$ cat src/rtl/serial_subtractor.sv
// Bit-serial two's-complement subtractor: d = a - b - bin, one bit per cycle, LSB first.
// Optional signed-overflow output enabled by defining SERIAL_SUB_OVF_EN.
module serial_subtractor #(
  parameter int unsigned WIDTH = 4
) (
  input  logic             clk,
  input  logic             rst,
  input  logic             start,
  input  logic [WIDTH-1:0] a,
  input  logic [WIDTH-1:0] b,
  input  logic             bin,
  output logic [WIDTH-1:0] d,
  output logic             bout,
  output logic             busy,
`ifdef SERIAL_SUB_OVF_EN
  output logic             ovf,
`endif
  output logic             done
);

  localparam int unsigned CW = $clog2(WIDTH) + 1;

  typedef enum logic [1:0] {IDLE, SHIFT, DONE} state_e;

  state_e           state_q, state_d;
  logic [WIDTH-1:0] sa_q, sa_d;
  logic [WIDTH-1:0] sb_q, sb_d;
  logic [WIDTH-1:0] sr_q, sr_d;
  logic             br_q, br_d;
  logic [CW-1:0]    cnt_q, cnt_d;
  logic [WIDTH-1:0] d_q, d_d;
  logic             bout_q, bout_d;
  logic             busy_q, busy_d;
  logic             done_q, done_d;
`ifdef SERIAL_SUB_OVF_EN
  logic             ovf_q, ovf_d;
`endif

  // Single full-subtractor cell operating on the current LSBs.
  logic x, y, diff, br_nxt;
  assign x      = sa_q[0];
  assign y      = sb_q[0];
  assign diff   = x ^ y ^ br_q;
  assign br_nxt = (~x & y) | (~(x ^ y) & br_q);

  always_ff @(posedge clk or posedge rst) begin
    if (rst) begin
      state_q <= IDLE;
      sa_q    <= '0;
      sb_q    <= '0;
      sr_q    <= '0;
      br_q    <= 1'b0;
      cnt_q   <= '0;
      d_q     <= '0;
      bout_q  <= 1'b0;
      busy_q  <= 1'b0;
      done_q  <= 1'b0;
`ifdef SERIAL_SUB_OVF_EN
      ovf_q   <= 1'b0;
`endif
    end else begin
      state_q <= state_d;
      sa_q    <= sa_d;
      sb_q    <= sb_d;
      sr_q    <= sr_d;
      br_q    <= br_d;
      cnt_q   <= cnt_d;
      d_q     <= d_d;
      bout_q  <= bout_d;
      busy_q  <= busy_d;
      done_q  <= done_d;
`ifdef SERIAL_SUB_OVF_EN
      ovf_q   <= ovf_d;
`endif
    end
  end

  always_comb begin
    state_d = state_q;
    sa_d    = sa_q;
    sb_d    = sb_q;
    sr_d    = sr_q;
    br_d    = br_q;
    cnt_d   = cnt_q;
    d_d     = d_q;
    bout_d  = bout_q;
`ifdef SERIAL_SUB_OVF_EN
    ovf_d   = ovf_q;
`endif
    case (state_q)
      IDLE: begin
        if (start) begin
          state_d = SHIFT;
          sa_d    = a;
          sb_d    = b;
          br_d    = bin;
          cnt_d   = '0;
        end
      end
      SHIFT: begin
        sa_d  = sa_q >> 1;
        sb_d  = sb_q >> 1;
        sr_d  = {diff, sr_q[WIDTH-1:1]};
        br_d  = br_nxt;
        cnt_d = cnt_q + CW'(1);
        // Last bit: publish result; br_q here is the borrow into the MSB.
        if (cnt_q == CW'(WIDTH - 1)) begin
          state_d = DONE;
          d_d     = {diff, sr_q[WIDTH-1:1]};
          bout_d  = br_nxt;
`ifdef SERIAL_SUB_OVF_EN
          ovf_d   = br_q ^ br_nxt;
`endif
        end
      end
      DONE:    state_d = IDLE;
      default: state_d = IDLE;
    endcase
    busy_d = (state_d == SHIFT);
    done_d = (state_d == DONE);
  end

  assign d    = d_q;
  assign bout = bout_q;
  assign busy = busy_q;
  assign done = done_q;
`ifdef SERIAL_SUB_OVF_EN
  assign ovf  = ovf_q;
`endif

endmodule

$ cat config.mk
export PLATFORM = sky130hd
export DESIGN_NAME = serial_subtractor
export DESIGN_NICKNAME = d
export VERILOG_FILES = /design/src/rtl/serial_subtractor.sv
export SDC_FILE = /design/constraint.sdc
export NUM_CORES = 1
export LEC_CHECK = 0
export ABC_AREA = 1
export CAP_MARGIN = 30
export CELL_PAD_IN_SITES_DETAIL_PLACEMENT = 1
export CELL_PAD_IN_SITES_GLOBAL_PLACEMENT = 2
export CORE_AREA = 2 2 63 65
export CTS_BUF_LIST = sky130_fd_sc_hd__clkbuf_16
export DETAILED_ROUTE_END_ITERATION = 8
export DIE_AREA = 0 0 65 67
export PLACE_DENSITY = 0.72
export SYNTH_ARGS = -nofsm -noshare
export SYNTH_HDL_FRONTEND = slang
export SYNTH_SLANG_ARGS = --single-unit
$ cat constraint.sdc
create_clock -name clk -period 1.5 [get_ports clk]
set_input_delay 0.225 -clock clk [delete_from_list [all_inputs] [get_ports clk]]
set_output_delay 0.225 -clock clk [all_outputs]
set_load 0.02 [all_outputs]
Yosys cells after proc, flatten, opt, wreduce, memory -nomap -nowiden
Cells that the tools add are included.
{"block": "word_totals", "regBits": 25, "inputBits": 12, "out_inout_bits": 7, "elab_cells": 38}
{"block": "classes", "addsub": 1, "n_eq_ne": 5, "n_mux": 11, "bitwise": 7, "n_reduce_logical": 4}
{"cell": "4-bit case mux with 2 select lines", "n": 2}
{"cell": "4-bit 2-to-1 mux", "n": 2}
{"cell": "3-bit case mux with 2 select lines", "n": 1}
{"cell": "2-bit by 1-bit == test with 1-bit output, second input constant", "n": 2}
{"cell": "2-bit 2-to-1 mux", "n": 2}
{"cell": "2-bit case mux with 2 select lines", "n": 1}
{"cell": "2-bit AND reduction", "n": 2}
{"cell": "3-bit by 1-bit adder with 3-bit output, second input constant", "n": 1}
{"cell": "3-bit by 2-bit == test with 1-bit output, second input constant", "n": 1}
{"cell": "3-bit 2-to-1 mux", "n": 1}
{"cell": "1-bit AND", "n": 2}
{"cell": "2-bit == test, second input constant", "n": 1}
{"cell": "2-bit logical NOT", "n": 1}
{"cell": "2-bit inequality test, second input constant", "n": 1}
{"cell": "1-bit NOT", "n": 2}
{"cell": "1-bit case mux with 2 select lines", "n": 1}
{"cell": "2-bit nonzero test", "n": 1}
{"cell": "1-bit bitwise XOR", "n": 2}
{"cell": "1-bit 2-to-1 mux", "n": 1}
{"cell": "1-bit OR", "n": 1}

Depth between registers and ports, before layout
{"block": "depth", "depth_word": 5, "ltp_mapped": 6, "depth_no_buf": 6}

Worst setup path before layout
No wires, ideal clock.
{"block": "synth_timing", "path_kind": "reg-to-reg", "start": "register cnt_q[0]", "end": "register bout_q (netlist: bout)", "setup_time_ns": 0.117, "t_arrival_ns": 1.054, "required_time_ns": 1.383, "slack_ns": 0.330, "stages_incl_launch_ff": 7, "path_buffers": 0, "synth_period_minus_slack_ns": 1.170, "cell_sequence": "dfrtp_1 -> ha_1 -> ha_1 -> nand2_2 -> inv_2 -> nand2_1 -> nand2_1"}
{"block": "synth_via", "elab_chain_cells": 2}
{"element": "start: declaration", "line_no": "30", "text": "logic [CW-1:0] cnt_q, cnt_d;"}
{"element": "start signal: assignment", "line_no": "67", "text": "cnt_q <= cnt_d;"}
{"element": "3-bit by 2-bit == test with 1-bit output", "line_no": "107", "text": "if (cnt_q == CW'(WIDTH - 1)) begin"}
{"element": "2-bit AND reduction (no source line)"}
{"element": "end signal: assignment", "line_no": "69", "text": "bout_q <= bout_d;"}
{"element": "end: declaration", "line_no": "32", "text": "logic bout_q, bout_d;"}
Every way passes these cells.
A chain may end at the register's enable or synchronous reset.

Final worst setup path
{"block": "layout_timing", "start": "register d_q[0] (netlist: d[0])", "end": "output d[0]"}
{"element": "start: declaration", "line_no": "31", "text": "logic [WIDTH-1:0] d_q, d_d;"}
{"element": "start signal: assignment", "line_no": "54", "text": "d_q <= '0;"}
{"element": "start signal: assignment", "line_no": "68", "text": "d_q <= d_d;"}
{"element": "end: declaration", "line_no": "12", "text": "output logic [WIDTH-1:0] d,"}
No word-level cell between the ends.

==> impl_results.md <==
- Status: complete, no violations
- Filler cells: 434
- Share of cells above drive strength 1: 12.2%
- Clk Latency, worst-skew pair: 0.26 ns
- Post-route ant nets: 0
- Mapped Area: 1070 um2
- Final period util: 96.2%
- # setup viols final: 0
- RR Startpoint: cnt_q[0]
- Worst-Margin Slew: 0.323 ns
- Worst setup SP type: flop
- Max-cap violations: 0
- Num CTS Buffers: 3
- Syn Inst Count: 123
- Clock sinks: 24
- Worst path slowest cell: clkdlybuf4s50_1
- Worst setup path class: flop to output port
- Num ports: 19
- Row count: 22
- Post-synthesis sequential area ratio: 55.9%
- Clk root buf: clkbuf_16
- CP Capture Type: output port
- Total grt overflow: 0
- Synth Area in XOR/XNOR: 0%
- Most frequent cells in the layout: nand2_1, dfrtp_1, inv_1, clkdlybuf4s50_1, nand3_1
- FMAX: 0.693 GHz
- Synth Area in Compound Gates: 5.94%
- Overall global routing resource usage: 13.7%
- Crit path depth: 1
- Critical register-to-register path endpoint: d[0]
- Setup crit end: d[0]
- FF/Latch Area: 601 um2
- Post-synth top area cell: dfrtp_1
- CP arrival: 1.22 ns
- Synthesis-to-finish area growth: 34.4%
- # DRC: 0
- Slowest stage delay, CP: 0.61 ns
- Final hold vios: 0
- Setup Skew: 0.00456 ns
- Final wirelength: 2450 um
- Multiplexer area fraction after synthesis: 0%
- ANT cells: 0
- Worst setup path start: d[0]
- Routed len/inst: 12.5 um
- Crit path cell chain: clkdlybuf4s50_1
- Leakage: 0.761 nW
- Vias post-DR: 865
- Crit Path Max Fanout: 2
- Largest cells by area after synthesis: dfrtp_1, nand2_1, nand3_1
- RSZ-0062 raised after global routing: false
- Final HPWL DP: 1860 um
- Post-synthesis cell type count: 17
- Fin nets: 164
- Initial antenna violation count: 0
- Cts hold-fix bufs: 0
- Peak supply drop: 0.000920 V
- H-tree Lvls: 1
- Post-synthesis adder-cell area fraction: 4.20%
- Hold_ws: 0.321 ns
- Synth Register Bits: 24
- Starting DRT DRC Count: 50
- Max-slew violation count: 0
- Drt via density: 4.41
- Die Span Y: 67 um
- First-pass GRT wire length: 4380 um
- Buffer and inverter count on the worst path: 1
- Synth Area per Inst: 8.73 um2
- IO buf count: 18
- Commonest non-fill, non-tap cell in the layout: nand2_1
- Post-synthesis simple-gate area fraction: 24.5%
- Depth of the most critical reg-to-reg path: 6
- Initial Utilization: 29.8%
- R2R Setup Slk: 0.22 ns
- Clock Path Buffers: 2
- Synth warn: 0
- Worst EP required: 1.27 ns
- Core box area: 3610 um2
- Area of the multi-input gates: 372 um2
- TritonRoute pass-1 iters: 3
- Synth top area share: 55.9%
- Crit path max-delay family: buffers and inverters
- Die area: 4360 um2
- Cell Pwr Density: 2260 nW/um2
- Vias in the first global route: 945
- Clock period minus worst slack: 1.44 ns
- Clock slew at reported path FFs: 0.07 ns
- Die X: 65 um
- Largest net degree at the start of global routing: 25
- GP Congestion: 0.670
- CTS tree: built
- Worst rel slew slack: 78.4%
- HP Class: primary input to asynchronous set/reset pin
- Largest family of logic cells by synthesized area: simple AND/OR/NAND/NOR gates
- Setup TNS: 0 ns
- Post-Synthesis Net Count: 138
## synth_stat cells
library cell,n
a21oi_1,3
buf_4,2
buf_6,1
dfrtp_1,24
fa_1,1
ha_1,2
inv_1,17
inv_2,3
nand2_1,41
nand2_2,3
nand3_1,13
nand4_1,1
nor2_1,2
nor2_4,1
o21ai_0,1
o21ai_1,7
o21ai_2,1
## flip-flops by register name (all words and copies together) (netlist names)
| register | flops |
|---|---|
| d | 4 |
| done | 1 |
| sr_q | 3 |
| state_q | 2 |
| cnt_q | 3 |
| busy | 1 |
| br_q | 1 |
| bout | 1 |
| sb_q | 4 |
| sa_q | 4 |
## what timing repair did
item	4_1_cts	5_1_grt
setup endpoints to repair	0	2
resized for setup	0	2
buffers inserted	0	0
hold endpoints to repair	0	0
## logic make-up (layout without fill, tap and decap cells)
group / after synthesis / in the layout
AO/OA/AOI/OAI: 12 / 12
adder cells (fa/ha/maj): 3 / 3
buffers and inverters: 23 / 48
flip-flops: 24 / 24
AND/OR/NAND/NOR: 61 / 61
## through the flow
stage | utilization [%] | power [mW] | worst slack [ns] | area [um2] | cells
after CTS | 39.9 | 3.35 | 0.00373 | 1440 | 196
after global routing | 40.0 | 3.58 | 0.00694 | 1440 | 196
after floorplan | - | 2.05 | 0.330 | 1070 | 123
final | 40.0 | 3.26 | 0.0573 | 1440 | 196
after global placement | 37.0 | 2.51 | 0.218 | 1330 | 192
after detailed placement | 37.0 | 2.56 | 0.180 | 1330 | 192
## tightest hold or removal path: stages
cell and delay [ns]:
clkdlybuf4s50_1 0.40, inv_1 0.05, buf_4 0.31
## routing by layer
metal | wire length [um] | GRT usage, % | part of all wire, % | vias to the layer above
li1 | - | - | - | 430
met1 | 1070 | 15.1 | 44 | 419
met2 | 1280 | 26.0 | 52 | 14
met3 | 86 | 4.05 | 3.5 | 2
met4 | 12 | 2.39 | 0.49 | 0
met5 | 0 | 0 | 0 | -
## report_power, final
group / leakage, nW / switching [mW] / internal [mW]
logic: 0.412 / 0.777 / 0.588
clock network: 0.0511 / 0.239 / 0.531
registers: 0.298 / 0.183 / 0.945
total: 0.761 / 1.20 / 2.06
## worst min path at each step
stage / slack (ns) / endpoint / from
finish: 0.32 / sr_q[1] / rst
global route: 0.36 / sr_q[1] / rst
CTS: 0.34 / d[0] / rst
detailed placement: 0.47 / sb_q[1] / sb_q[1]
global placement: 0.46 / cnt_q[1] / cnt_q[1]
floorplan: 0.24 / bout / rst
## cell type report
class | count | area share, %
clock buffer | 3 | 5.20
clock inverter | 1 | 2.08
inverter | 20 | 5.20
multi-input combinational | 76 | 25.8
sequential | 24 | 41.6
tap | 48 | 4.16
timing repair buffer | 24 | 16.0
Note: power is estimated with default switching activity, not from simulation.
